==> config.mk <==
export PLATFORM = sky130hd
export DESIGN_NAME = matrix_addsub_ctrl
export DESIGN_NICKNAME = d
export VERILOG_FILES = /design/src/rtl/matrix_pkg.sv /design/src/rtl/matrix_addsub_ctrl.sv
export SDC_FILE = /design/constraint.sdc
export NUM_CORES = 1
export LEC_CHECK = 0
export ABC_AREA = 1
export CAP_MARGIN = 10
export CORE_MARGIN = 1.5
export CORE_UTILIZATION = 44
export DETAILED_ROUTE_END_ITERATION = 8
export PLACE_DENSITY_LB_ADDON = 0.2
export SLEW_MARGIN = 20
export SYNTH_ARGS = -nofsm -noshare
export SYNTH_HDL_FRONTEND = slang
export SYNTH_SLANG_ARGS = --single-unit
==> constraint.sdc <==
create_clock -name clk -period 3.3 [get_ports clk]
set_input_delay 0.66 -clock clk [delete_from_list [all_inputs] [get_ports clk]]
set_output_delay 0.66 -clock clk [all_outputs]
set_load 0.01 [all_outputs]
==> src/rtl/matrix_pkg.sv <==
// Shared definitions for the matrix add/subtract controller.
// Holds the controller state encoding, default geometry (5x5 matrix,
// 5-bit element index) and the element data width.
package matrix_pkg;

  localparam int ELEMS_DEFAULT = 25;
  localparam int AW_DEFAULT    = 5;
  localparam int DW            = 8;

  typedef enum logic [1:0] {
    ST_IDLE  = 2'd0,
    ST_RUN   = 2'd1,
    ST_DRAIN = 2'd2,
    ST_DONE  = 2'd3
  } state_t;

endpackage

==> src/rtl/matrix_addsub_ctrl.sv <==
// Element-wise A+B / A-B controller for ELEMS-element matrices.
// Streams element indices to the A and B operand memories, feeds each
// pair through an external shared 8-bit adder (subtract = A + ~B + 1),
// and writes the sums to a result memory in index order at one element
// per cycle. Tracks sticky signed overflow for the current operation.
//
// Ports:
//   clk, rst            clock, asynchronous active-high reset
//   start, op_sub       operation request (IDLE only), 0 = add, 1 = sub
//   busy, done          not-IDLE flag, one-cycle completion pulse
//   rd_en, rd_addr      operand read strobe / element index
//   a_data, b_data      operands, valid the cycle after rd_en
//   add_r1/r2/cin       operands to the external adder
//   add_s, add_cout     adder sum (combinational), carry-out (unused)
//   wr_en/addr/data     result write port
//   ovf                 sticky signed overflow, cleared at each start
module matrix_addsub_ctrl
  import matrix_pkg::*;
#(
  parameter int ELEMS = ELEMS_DEFAULT,
  parameter int AW    = AW_DEFAULT
) (
  input  logic          clk,
  input  logic          rst,
  input  logic          start,
  input  logic          op_sub,
  output logic          busy,
  output logic          done,
  output logic          rd_en,
  output logic [AW-1:0] rd_addr,
  input  logic [DW-1:0] a_data,
  input  logic [DW-1:0] b_data,
  output logic [DW-1:0] add_r1,
  output logic [DW-1:0] add_r2,
  output logic          add_cin,
  input  logic [DW-1:0] add_s,
  input  logic          add_cout,
  output logic          wr_en,
  output logic [AW-1:0] wr_addr,
  output logic [DW-1:0] wr_data,
  output logic          ovf
);

  localparam logic [AW-1:0] LAST_IDX = AW'(ELEMS - 1);

  state_t        r_state;
  state_t        w_next;
  logic [AW-1:0] r_idx;
  logic          r_op;
  logic          r_drain_cnt;
  logic          r_s1_valid;
  logic [AW-1:0] r_s1_idx;
  logic          w_accept;
  logic          w_ovf_hit;

  // Carry-out has no role in the result or the overflow flag.
  logic w_unused_cout;
  assign w_unused_cout = add_cout;

  // NOTE: clocked state uses non-blocking (<=) so every register samples
  // pre-edge values; blocking (=) is reserved for combinational blocks.
  always_ff @(posedge clk or posedge rst) begin
    if (rst) r_state <= ST_IDLE;
    else     r_state <= w_next;
  end

  // NOTE: every output of this block gets a default first, so no path
  // leaves a signal unassigned and no latch is inferred.
  always_comb begin
    w_next   = r_state;
    w_accept = 1'b0;
    busy     = 1'b1;
    done     = 1'b0;
    rd_en    = 1'b0;
    case (r_state)
      ST_IDLE: begin
        busy = 1'b0;
        if (start) begin
          w_accept = 1'b1;
          w_next   = ST_RUN;
        end
      end
      ST_RUN: begin
        rd_en = 1'b1;
        if (r_idx == LAST_IDX) w_next = ST_DRAIN;
      end
      // Two cycles let the last element clear stage 1 and the write stage.
      ST_DRAIN: if (r_drain_cnt) w_next = ST_DONE;
      ST_DONE: begin
        done   = 1'b1;
        w_next = ST_IDLE;
      end
      default: w_next = ST_IDLE;
    endcase
  end

  assign rd_addr = r_idx;

  // Stage 1: operands arrive the cycle after rd_en. Subtraction is done
  // as A + ~B + 1; the adder inputs are forced to zero when idle.
  always_comb begin
    add_r1  = '0;
    add_r2  = '0;
    add_cin = 1'b0;
    if (r_s1_valid) begin
      add_r1  = a_data;
      add_r2  = r_op ? ~b_data : b_data;
      add_cin = r_op;
    end
  end

  // Signed overflow: same-sign operands producing a different-sign sum.
  assign w_ovf_hit = r_s1_valid && (add_r1[DW-1] == add_r2[DW-1])
                     && (add_s[DW-1] != add_r1[DW-1]);

  always_ff @(posedge clk or posedge rst) begin
    if (rst) begin
      r_idx       <= '0;
      r_op        <= 1'b0;
      r_drain_cnt <= 1'b0;
      r_s1_valid  <= 1'b0;
      r_s1_idx    <= '0;
      wr_en       <= 1'b0;
      wr_addr     <= '0;
      wr_data     <= '0;
      ovf         <= 1'b0;
    end else begin
      if (w_accept) begin
        r_op  <= op_sub;
        r_idx <= '0;
      end else if (rd_en && (r_idx != LAST_IDX)) begin
        r_idx <= r_idx + 1'b1;
      end

      r_drain_cnt <= (r_state == ST_DRAIN) ? ~r_drain_cnt : 1'b0;

      r_s1_valid <= rd_en;
      r_s1_idx   <= r_idx;

      wr_en <= r_s1_valid;
      if (r_s1_valid) begin
        wr_data <= add_s;
        wr_addr <= r_s1_idx;
      end

      if (w_accept)       ovf <= 1'b0;
      else if (w_ovf_hit) ovf <= 1'b1;
    end
  end

endmodule

==> impl_results.md <==
* Max rail drop VDD at 0.523 mV
* Layout cells sized above 1 at 0.0913
* Root Driver: clkbuf_4
* Post-route ant nets at 0
* Hold violation count in the final report at 0
* 1st-iter DRT viols at 26
* Initial Utilization at 0.454
* Worst clock skew at 0.00396 ns
* Post-layout util at 0.689
* Number of global-route vias before repair at 1150
* Hold slack at 0.432 ns
* Post-CTS Setup Inserts at 0
* Leakage at 1.17 nW
* Pwr/cell area at 827 nW/um^2
* Hold depth at 0
* Area growth syn-to-layout at 51.6%
* First-pass detailed-route iteration total at 4
* Fin Setup TNS at 0 ns
* Critical R2R Launch: r_state[1]
* Max cap viols at 0
* Final Instance Area at approximately 2300 um^2
* TritonCTS clock tree: built
* Worst reg-to-reg setup slack at around 1.9 ns
* Area post-placement at 2220 um^2
* Data required, critical path at 2.64 ns
* Initial antenna violation count at 0
* Warnings, synthesis at 0
* Total gr overflow at 0
* Net count, final at around 290
* Worst Hold End: r_s1_idx[4]
* Synth area leader: dfrtp_1
* DRC Markers at 0
* Die height at approximately 61 um
* GRT Resource Usage Total at 0.181
* RSZ-0062 raised after global routing: false
* Post-Synthesis Cell Area at between 1500 and 2000 um^2
* Status: finished clean
* Largest net degree at the start of global routing at 31
* Endpoint of the worst-slack reg-to-reg timing path: rd_addr[4]
* Worst Reg-to-Reg Cells at 5
* Max transition margin at 0.702
* # hold bufs at CTS at 0
* Distinct cells, synth at 22
* Crit path launch type: input port
* Resized Gates After CTS at 0
* Dpl hpwl at 2.38 mm
* Via density at 4.50
* Post-Synthesis Cells at 180
* Critical path data arrival time at around 2.0 ns
* Overall Power at approximately 0.0019 W
* WL per Instance at approximately 11 um
* CTS Buffer Depth at 2
* FP Rows at 21
* Slew Viols, Final at 0
* Hold crit path type: register to register
* FILL cells at 289
* Latest clock arrival within the worst-skew pair at 0.33 ns
* Clock slew at reported path FFs at 0.10 ns
* Avg Synthesized Cell Area at 8.36 um^2
* Core ar. at 3310 um^2
* Minimum clock period at 2.62 ns
* Syn_nets at 216
* Final worst-path cycle share at 0.792
* Largest fanout on the critical path at 3
* Vias at 1340
* ANT cells at 0
* Setup Viol. Count Final at 0
* Critical path endpoint category: output port
* IO Pins at 69
* First-pass GRT wire length at 4.95 mm
* H-tree depth at 2
* Routed WL at between 3 and 4 mm
* Synth top area share at 0.499
* Post-synthesis sequential area ratio at 0.499
* Routability cong. at 0.768
* Crit path kind: input port to output port
* Hold_sp: rd_addr[4]
* Achievable frequency at around 0.38 GHz
* Port buffer count at 67
* Most frequent cells in the layout: 67 x nand2_1, 67 x clkdlybuf4s50_1, 30 x dfrtp_1
* Die width at 61.5 um
* Top cells by area, synth: dfrtp_1 50%, nand2_1 17%, ha_1 5.8%, inv_1 5.7%, xnor2_1 4.1%
* Clk sink count at 30
* Least-Margin Pin Slew at 0.447 ns
* Seq cells post-synth at 30
* CTS Buf Count at 5
* Die ar. at 3780 um^2
==> cell families (layout without fill, tap and decap cells) <==
kind of cell	after synthesis	in the layout	share of synthesized area
fa+ha+maj	7	7	0.0582
compound gates	7	7	0.0258
flops	30	30	0.499
simple gates	97	97	0.285
buf+inv	31	103	0.0857
xor+xnor	8	8	0.0466
==> per-stage QoR <==
stage / instances / worst slack [ns]
after floorplan: 180 / 1.68
after global placement: 290 / 0.685
after detailed placement: 290 / 0.677
after CTS: 298 / 0.676
after global routing: 298 / 0.595
final: 298 / 0.685
==> cell usage after synthesis <==
cell type,instances
a21oi_1,2
or2_4,1
o21ai_0,3
nor2_2,1
nand3_2,1
ha_1,7
xnor2_1,7
xor2_1,1
nand3_1,8
a21oi_2,1
dfrtp_1,30
o21ai_1,1
inv_2,3
inv_1,23
or2_2,2
nand2_1,67
nand2_4,3
nand2_2,1
nand4_1,4
nor2_1,9
buf_6,1
buf_2,4
==> state kept, by name, indices dropped and copies added (netlist names) <==
| register | cells |
|---|---|
| r_drain_cnt | 1 |
| wr_addr | 5 |
| wr_data | 8 |
| rd_addr | 5 |
| r_s1_valid | 1 |
| ovf | 1 |
| wr_en | 1 |
| r_op | 1 |
| r_s1_idx | 5 |
| r_state | 2 |
==> critical path, stage by stage <==
cell	delay [ns]
clkdlybuf4s50_1	0.50
inv_1	0.06
nand2_1	0.06
nand2_1	0.06
nor2_1	0.09
clkdlybuf4s50_1	0.54
==> per-layer routing <==
layer	part of all wire	vias up	track usage
li1	-	681	-
met1	0.42	610	0.209
met2	0.46	43	0.301
met3	0.10	6	0.0630
met4	0.016	0	0.0881
met5	0	-	0
==> report_power, final <==
part	internal, W	switching [W]
combinational	0.000531	0.000495
clock	0.000102	0.000129
sequential	0.000508	0.000120
==> area by class of cell <==
type / count / area, um^2 / area share
Clock inverter: 2 / 12.5 / 0.00549
Inverter: 26 / 97.6 / 0.0428
Tap cell: 46 / 57.6 / 0.0252
Clock buffer: 6 / 51.3 / 0.0225
Multi-Input combinational cell: 119 / 624 / 0.274
Sequential cell: 30 / 751 / 0.329
Timing Repair Buffer: 69 / 686 / 0.301
==> worst max-delay path by stage <==
stage / end / cells past startpoint / slack [ns] / startpoint
floorplan: add_r2[7] / 4 / 1.68 / b_data[7]
global placement: add_r2[7] / 6 / 0.69 / b_data[7]
detailed placement: add_r2[7] / 6 / 0.68 / b_data[7]
CTS: add_r2[7] / 6 / 0.68 / b_data[7]
global route: add_r2[7] / 6 / 0.60 / b_data[7]
finish: add_r2[7] / 6 / 0.68 / b_data[7]
Power figures use the tool's default switching activity.
